<file path="src/rtl/spike_readout_argmax_if.sv">
// ----------------------------------------------------------------------------
// spike_readout_argmax_if
// Bundles the host request, the spike-counter interface and the result
// handshake of spike_readout_argmax.
//   start_i        host -> readout   request a new inference window
//   window_len_i   host -> readout   window length in cycles
//   count_i        counters -> readout  packed counts, class k at [k*WIDTH_P +: WIDTH_P]
//   counter_rst_no readout -> counters  active-low synchronous counter clear
//   busy_o         readout -> host   high whenever a window is in progress
//   valid_o/ready_i                  result handshake
//   class_o, max_count_o, tie_o      result payload
// master: host / counter side.  slave: the readout block.
// ----------------------------------------------------------------------------
interface spike_readout_argmax_if #(
    parameter int NUM_CLASSES = 10,
    parameter int WIDTH_P     = 8,
    parameter int WINDOW_W    = 16,
    parameter int IDX_W       = 4
);
    logic                           start_i;
    logic [WINDOW_W-1:0]            window_len_i;
    logic [NUM_CLASSES*WIDTH_P-1:0] count_i;
    logic                           counter_rst_no;
    logic                           busy_o;
    logic                           valid_o;
    logic                           ready_i;
    logic [IDX_W-1:0]               class_o;
    logic [WIDTH_P-1:0]             max_count_o;
    logic                           tie_o;

    modport master (
        output start_i, window_len_i, count_i, ready_i,
        input  counter_rst_no, busy_o, valid_o, class_o, max_count_o, tie_o
    );

    modport slave (
        input  start_i, window_len_i, count_i, ready_i,
        output counter_rst_no, busy_o, valid_o, class_o, max_count_o, tie_o
    );
endinterface

</file>
<file path="src/rtl/spike_readout_argmax.sv">
// ----------------------------------------------------------------------------
// spike_readout_argmax
// Runs one inference window over the per-neuron spike counters: clears them,
// lets them accumulate for L cycles, snapshots every count and then scans the
// snapshot one class per cycle for the argmax. The winner is offered on a
// valid/ready handshake and held until accepted.
// Ports:
//   clk_i   clock, all state on the rising edge
//   rst_ni  asynchronous active-low reset
//   bus     spike_readout_argmax_if.slave (request, counters, result)
// All outputs are registered.
// ----------------------------------------------------------------------------
module spike_readout_argmax #(
    parameter int NUM_CLASSES = 10,
    parameter int WIDTH_P     = 8,
    parameter int WINDOW_W    = 16,
    parameter int IDX_W       = 4
) (
    input  logic                  clk_i,
    input  logic                  rst_ni,
    spike_readout_argmax_if.slave bus
);

    typedef enum logic [2:0] {
        S_IDLE,
        S_CLEAR,
        S_WINDOW,
        S_SNAP,
        S_SCAN,
        S_DONE
    } state_e;

    localparam logic [IDX_W-1:0]    LAST_IDX = IDX_W'(NUM_CLASSES - 1);
    localparam logic [WINDOW_W-1:0] WIN_ONE  = WINDOW_W'(1);

    state_e              state_q;
    logic [WINDOW_W-1:0] win_q;
    logic [WIDTH_P-1:0]  snap_q [NUM_CLASSES];
    logic [IDX_W-1:0]    scan_idx_q;

    // Running argmax over the classes scanned so far.
    logic [IDX_W-1:0]    best_idx_q, best_idx_d;
    logic [WIDTH_P-1:0]  best_cnt_q, best_cnt_d;
    logic                tie_q, tie_d;
    logic [WIDTH_P-1:0]  cur_cnt;

    // Registered outputs.
    logic                crst_n_q;
    logic                busy_q;
    logic                valid_q;
    logic [IDX_W-1:0]    class_q;
    logic [WIDTH_P-1:0]  max_cnt_q;
    logic                tie_out_q;

    // One scan step. Strictly-greater replaces the leader, so on equal counts
    // the lowest index stays in front and only the tie flag is raised.
    always_comb begin
        // NOTE: every variable gets a default first so no path can infer a latch.
        cur_cnt    = snap_q[scan_idx_q];
        best_idx_d = best_idx_q;
        best_cnt_d = best_cnt_q;
        tie_d      = tie_q;
        if (scan_idx_q == '0) begin
            best_idx_d = '0;
            best_cnt_d = cur_cnt;
            tie_d      = 1'b0;
        end else if (cur_cnt > best_cnt_q) begin
            best_idx_d = scan_idx_q;
            best_cnt_d = cur_cnt;
            tie_d      = 1'b0;
        end else if (cur_cnt == best_cnt_q) begin
            tie_d      = 1'b1;
        end
    end

    always_ff @(posedge clk_i or negedge rst_ni) begin
        if (!rst_ni) begin
            state_q    <= S_IDLE;
            win_q      <= '0;
            scan_idx_q <= '0;
            best_idx_q <= '0;
            best_cnt_q <= '0;
            tie_q      <= 1'b0;
            crst_n_q   <= 1'b1;
            busy_q     <= 1'b0;
            valid_q    <= 1'b0;
            class_q    <= '0;
            max_cnt_q  <= '0;
            tie_out_q  <= 1'b0;
            // NOTE: the snapshot is only NUM_CLASSES flops, so it is reset too;
            // a reset then leaves no stale counts from an aborted window.
            for (int k = 0; k < NUM_CLASSES; k++) begin
                snap_q[k] <= '0;
            end
        end else begin
            // NOTE: all state here uses non-blocking assignments so every
            // register samples the pre-edge values of its neighbours.
            case (state_q)
                S_IDLE: begin
                    if (bus.start_i) begin
                        state_q  <= S_CLEAR;
                        // A zero length behaves as a one-cycle window.
                        win_q    <= (bus.window_len_i == '0) ? WIN_ONE : bus.window_len_i;
                        crst_n_q <= 1'b0;
                        busy_q   <= 1'b1;
                    end
                end
                S_CLEAR: begin
                    // Counters clear on the edge ending this cycle.
                    crst_n_q <= 1'b1;
                    state_q  <= S_WINDOW;
                end
                S_WINDOW: begin
                    // Down-count from L; stop at 1 so the counter never wraps.
                    if (win_q == WIN_ONE) begin
                        state_q <= S_SNAP;
                    end else begin
                        win_q <= win_q - WIN_ONE;
                    end
                end
                S_SNAP: begin
                    // count_i now holds exactly the L window edges of spikes.
                    for (int k = 0; k < NUM_CLASSES; k++) begin
                        snap_q[k] <= bus.count_i[k*WIDTH_P +: WIDTH_P];
                    end
                    scan_idx_q <= '0;
                    state_q    <= S_SCAN;
                end
                S_SCAN: begin
                    best_idx_q <= best_idx_d;
                    best_cnt_q <= best_cnt_d;
                    tie_q      <= tie_d;
                    if (scan_idx_q == LAST_IDX) begin
                        // Result registers take the final step directly so
                        // valid_o and the payload appear together.
                        class_q   <= best_idx_d;
                        max_cnt_q <= best_cnt_d;
                        tie_out_q <= tie_d;
                        valid_q   <= 1'b1;
                        state_q   <= S_DONE;
                    end else begin
                        scan_idx_q <= scan_idx_q + IDX_W'(1);
                    end
                end
                S_DONE: begin
                    if (bus.ready_i) begin
                        valid_q <= 1'b0;
                        busy_q  <= 1'b0;
                        state_q <= S_IDLE;
                    end
                end
                default: begin
                    state_q  <= S_IDLE;
                    crst_n_q <= 1'b1;
                    busy_q   <= 1'b0;
                    valid_q  <= 1'b0;
                end
            endcase
        end
    end

    assign bus.counter_rst_no = crst_n_q;
    assign bus.busy_o         = busy_q;
    assign bus.valid_o        = valid_q;
    assign bus.class_o        = class_q;
    assign bus.max_count_o    = max_cnt_q;
    assign bus.tie_o          = tie_out_q;

endmodule

</file>
<file path="src/flat_wrapper.sv">
// flat-port wrapper written by rule: the top's interface ports become plain ports
module spike_readout_argmax_flat 
#(
    parameter int NUM_CLASSES = 10,
    parameter int WIDTH_P     = 8,
    parameter int WINDOW_W    = 16,
    parameter int IDX_W       = 4
)
  (clk_i, rst_ni, bus_start_i, bus_window_len_i, bus_count_i, bus_ready_i, bus_counter_rst_no, bus_busy_o, bus_valid_o, bus_class_o, bus_max_count_o, bus_tie_o);
  spike_readout_argmax_if #(.NUM_CLASSES(NUM_CLASSES), .WIDTH_P(WIDTH_P), .WINDOW_W(WINDOW_W), .IDX_W(IDX_W)) bus_i ();
  input  logic clk_i;
  input  logic rst_ni;
  input wire logic [$bits(bus_i.start_i)-1:0] bus_start_i;
  input wire logic [$bits(bus_i.window_len_i)-1:0] bus_window_len_i;
  input wire logic [$bits(bus_i.count_i)-1:0] bus_count_i;
  input wire logic [$bits(bus_i.ready_i)-1:0] bus_ready_i;
  output wire logic [$bits(bus_i.counter_rst_no)-1:0] bus_counter_rst_no;
  output wire logic [$bits(bus_i.busy_o)-1:0] bus_busy_o;
  output wire logic [$bits(bus_i.valid_o)-1:0] bus_valid_o;
  output wire logic [$bits(bus_i.class_o)-1:0] bus_class_o;
  output wire logic [$bits(bus_i.max_count_o)-1:0] bus_max_count_o;
  output wire logic [$bits(bus_i.tie_o)-1:0] bus_tie_o;
  assign bus_i.start_i = bus_start_i;
  assign bus_i.window_len_i = bus_window_len_i;
  assign bus_i.count_i = bus_count_i;
  assign bus_i.ready_i = bus_ready_i;
  assign bus_counter_rst_no = bus_i.counter_rst_no;
  assign bus_busy_o = bus_i.busy_o;
  assign bus_valid_o = bus_i.valid_o;
  assign bus_class_o = bus_i.class_o;
  assign bus_max_count_o = bus_i.max_count_o;
  assign bus_tie_o = bus_i.tie_o;
  spike_readout_argmax #(.NUM_CLASSES(NUM_CLASSES), .WIDTH_P(WIDTH_P), .WINDOW_W(WINDOW_W), .IDX_W(IDX_W)) u_core (.clk_i(clk_i), .rst_ni(rst_ni), .bus(bus_i));
endmodule
</file>
<file path="config.mk">
export PLATFORM = sky130hd
export DESIGN_NAME = spike_readout_argmax_flat
export DESIGN_NICKNAME = d
export VERILOG_FILES = /design/src/rtl/spike_readout_argmax_if.sv /design/src/rtl/spike_readout_argmax.sv /design/src/flat_wrapper.sv
export SDC_FILE = /design/constraint.sdc
export NUM_CORES = 1
export LEC_CHECK = 0
export BUFFER_PORTS_ARGS = -buffer_cell sky130_fd_sc_hd__clkbuf_2
export CORE_MARGIN = 2
export CORE_UTILIZATION = 28
export DETAILED_ROUTE_END_ITERATION = 8
export GPL_ROUTABILITY_DRIVEN = 0
export PLACE_DENSITY_LB_ADDON = 0.3
export SYNTH_ARGS = -nofsm -noshare
export SYNTH_HDL_FRONTEND = slang
export SYNTH_SLANG_ARGS = --single-unit
</file>
<file path="constraint.sdc">
create_clock -name clk_i -period 8.3 [get_ports clk_i]
set_input_delay 1.245 -clock clk_i [delete_from_list [all_inputs] [get_ports clk_i]]
set_output_delay 1.245 -clock clk_i [all_outputs]
set_load 0.005 [all_outputs]
</file>
==> metrics.md <==
| Metric | Value |
|---|---|
| Slew HR | `24.6%` |
| Routed Antenna Nets | `0` |
| Vias in the first global route | `5453` |
| Clock tree sinks | `132` |
| Num CTS Buffers | `17` |
| Initial DRT Pass Iterations | `5` |
| Commonest non-fill, non-tap cells in the layout | `nand2_1, dfrtp_1, clkbuf_2` |
| Max Clk Rate | `0.249 GHz` |
| Worst slew pin tran | `1.13 ns` |
| Post-synthesis sequential area ratio | `48.7%` |
| Ys async rst share | `100%` |
| 1st-iter DRT viols | `358` |
| Post-cts sizing count | `0` |
| Final setup skew | `0.0170 ns` |
| Peak supply drop | `0.000169 V` |
| Row count | `56` |
| GRT Util Overall | `14.4%` |
| Final setup fails | `0` |
| Ranking of synthesized cells by area | `dfrtp_1, nand2_1, mux2_2` |
| Worst Setup Slack, final | `4.29 ns` |
| Postcts setup bufs | `0` |
| Via-per-instance ratio | `4.71` |
| Class of the worst hold path | `reg2reg` |
| Family with the most delay on the worst path | `compound AO/OA/AOI/OAI gates` |
| Mean Syn Cell Area | `9.40 um^2` |
| Root buffer selected by CTS | `clkbuf_16` |
| Max stage delay cell, worst path | `a211oi_2` |
| Synthesized area | `6790 um^2` |
| Most common cell after layout, fill and taps aside | `nand2_1` |
| Min Clock Period, post-route | `4.01 ns` |
| P_leak | `0.00388 uW` |
| Critical path required time | `8.61 ns` |
| Clock Pin Slew Worst Setup and Hold Paths | `0.07 ns` |
| Setup_tns | `0 ns` |
| DRT Wirelength | `17900 um` |
| Area Overhead vs Synth | `20.5%` |
| Tcrit/Tclk final | `48.3%` |
| Fin. Hold Viols | `0` |
| Fraction of layout cells with a size suffix above 1 | `24.9%` |
| First-pass GRT wire length | `29200 um` |
| Grt ovf | `0` |
| Pwr dens | `392 nW/um^2` |
| Synth cell types | `67` |
| Die area | `25500 um^2` |
| Outcome | `complete, no violations` |
| Diode count | `0` |
| Largest stage delay on the critical path | `0.84 ns` |
| Layout Nets | `934` |
| TritonCTS clock tree | `built` |
| EDFF count, synth | `0` |
| Bufs and invs on worst path | `1` |
| Critical Path AT | `4.32 ns` |
| Die height | `160 um` |
| Final Slew Violations | `0` |
| RSZ-0062 raised after global routing | `no` |
| Clock buffer depth | `2` |
| CP Class | `reg2reg` |
| Die X | `160 um` |
| Share of the synthesized area in the top cell type | `48.3%` |
| # Max-Cap Violations | `0` |
| Register-to-register setup slack | `4.29 ns` |
| DRC | `0` |
| Top Ports | `116` |
| Port Buf Inserts | `115` |
| Post-Syn Instances | `722` |
| HPWL after detailed placement | `12700 um` |
| Starting Density | `28.7%` |
| DR vias | `5428` |
| #FFs+latches synth | `132` |
| Dominant synthesized flop cell | `dfrtp_1` |
| Worst-Skew Late Latency | `0.43 ns` |
| Placeable Area | `23600 um^2` |
| Setup crit end kind | `register` |
| CP cell instances | `buf_4 > mux4_2 > a221o_1 > ha_1 > nand4_4 > a211oi_2 > o31ai_4 > mux2_2` |
| Area leader, netlist | `dfrtp_1` |
| Wirelength per Cell | `15.5 um` |
| H-tree Lvls | `4` |
| Hold buffer count at cts | `0` |
| Largest net degree at the start of global routing | `84` |
| Worst setup SP type | `register` |
| Syn. warnings | `0` |
| Maximum fanout along the worst path | `17` |
| Initial antenna violation count | `0` |
| Post-Place Setup Slack | `4.36 ns` |
| Synthesized net count | `835` |
## kinds of logic after synthesis
| logic type | count (synthesis) | synth area share, % |
|---|---|---|
| AO/OA/AOI/OAI | 118 | 13.3 |
| multiplexers | 43 | 8.24 |
| adder cells (fa/ha/maj) | 13 | 2.40 |
| AND/OR/NAND/NOR | 356 | 23.2 |
| buffers and inverters | 58 | 3.89 |
| XOR/XNOR | 2 | 0.258 |
| flip-flops | 132 | 48.7 |
## flip-flops by register name, indices dropped and copies added (netlist names), 3 cells and up
name / count
u_core.snap_q: 80
u_core.win_q: 16
u_core.best_cnt_q: 8
u_core.bus.max_count_o: 8
u_core.best_idx_q: 4
u_core.bus.class_o: 4
u_core.scan_idx_q: 4
u_core.state_q: 3
## report_power, final
group / internal (uW) / leakage (uW) / switching (uW)
clock: 421 / 0.000276 / 315
sequential: 926 / 0.00164 / 222
combinational: 545 / 0.00196 / 780
## cell usage after synthesis (3+ instances only)
cell type and instances:
inv_1 16, buf_2 16, ha_1 13, o311ai_0 6
nor3_1 8, mux2i_1 12, o2bb2ai_1 14, o21ai_0 16
nand2b_1 3, nand4_1 3, o31ai_1 7, a22oi_1 3
nand3_1 19, mux4_2 8, dfrtp_1 131, a31oi_1 5
nand2_1 272, o22ai_1 7, mux2_2 23, buf_4 5
nor2b_1 6, clkbuf_1 19, o211ai_1 5, o311ai_1 9
a221o_1 5, nor4_1 9, a21oi_1 19, nor2_1 11
## per-layer routing
layer / up-vias / wire, um / GRT usage, %
li1: 2721 / - / -
met1: 2573 / 8880 / 20.1
met2: 115 / 8120 / 22.3
met3: 19 / 639 / 2.73
met4: 0 / 272 / 5.08
met5: - / 0 / 0
## per-stage QoR
step	cells	instance area, um^2	hold slack [ns]	utilization [%]	total power (uW)
CTS	1153	8180	0.474	34.6	3240
detailed placement	1121	7610	0.457	32.2	2490
finish	1153	8180	0.469	34.6	3210
global route	1153	8180	0.499	34.6	3460
floorplan	722	6790	0.440	-	2140
global placement	1121	7610	0.456	32.2	2470
## worst paths after layout
kind | depth (start not counted) | start | to
min reg2reg | 2 | u_core.snap_q[16]$_DFFE_PN0P_ | u_core.snap_q[16]$_DFFE_PN0P_
max | 8 | u_core.scan_idx_q[0]$_DFFE_PN0P_ | u_core.best_cnt_q[6]$_DFFE_PN0P_
max in group asynchronous | 2 | rst_ni | u_core.snap_q[72]$_DFFE_PN0P_
min | 2 | u_core.snap_q[16]$_DFFE_PN0P_ | u_core.snap_q[16]$_DFFE_PN0P_
min in group asynchronous | 1 | rst_ni | u_core.win_q[6]$_DFFE_PN0P_
max reg2reg | 8 | u_core.scan_idx_q[0]$_DFFE_PN0P_ | u_core.best_cnt_q[6]$_DFFE_PN0P_
## tightest hold or removal path, delay by kind of cell (launching register included)
family	cells	cell delay, ns
AND/OR/NAND/NOR	2	0.10
flip-flops	1	0.34
## final cells by class
type	count	area, um^2
fill	2440	15400
sequential	132	3300
multi-input combinational	532	3220
timing repair buffer	121	623
clock buffer	18	429
tap	319	399
clock inverter	14	139
inverter	17	63.8
Note: power is estimated with default switching activity, not from simulation.
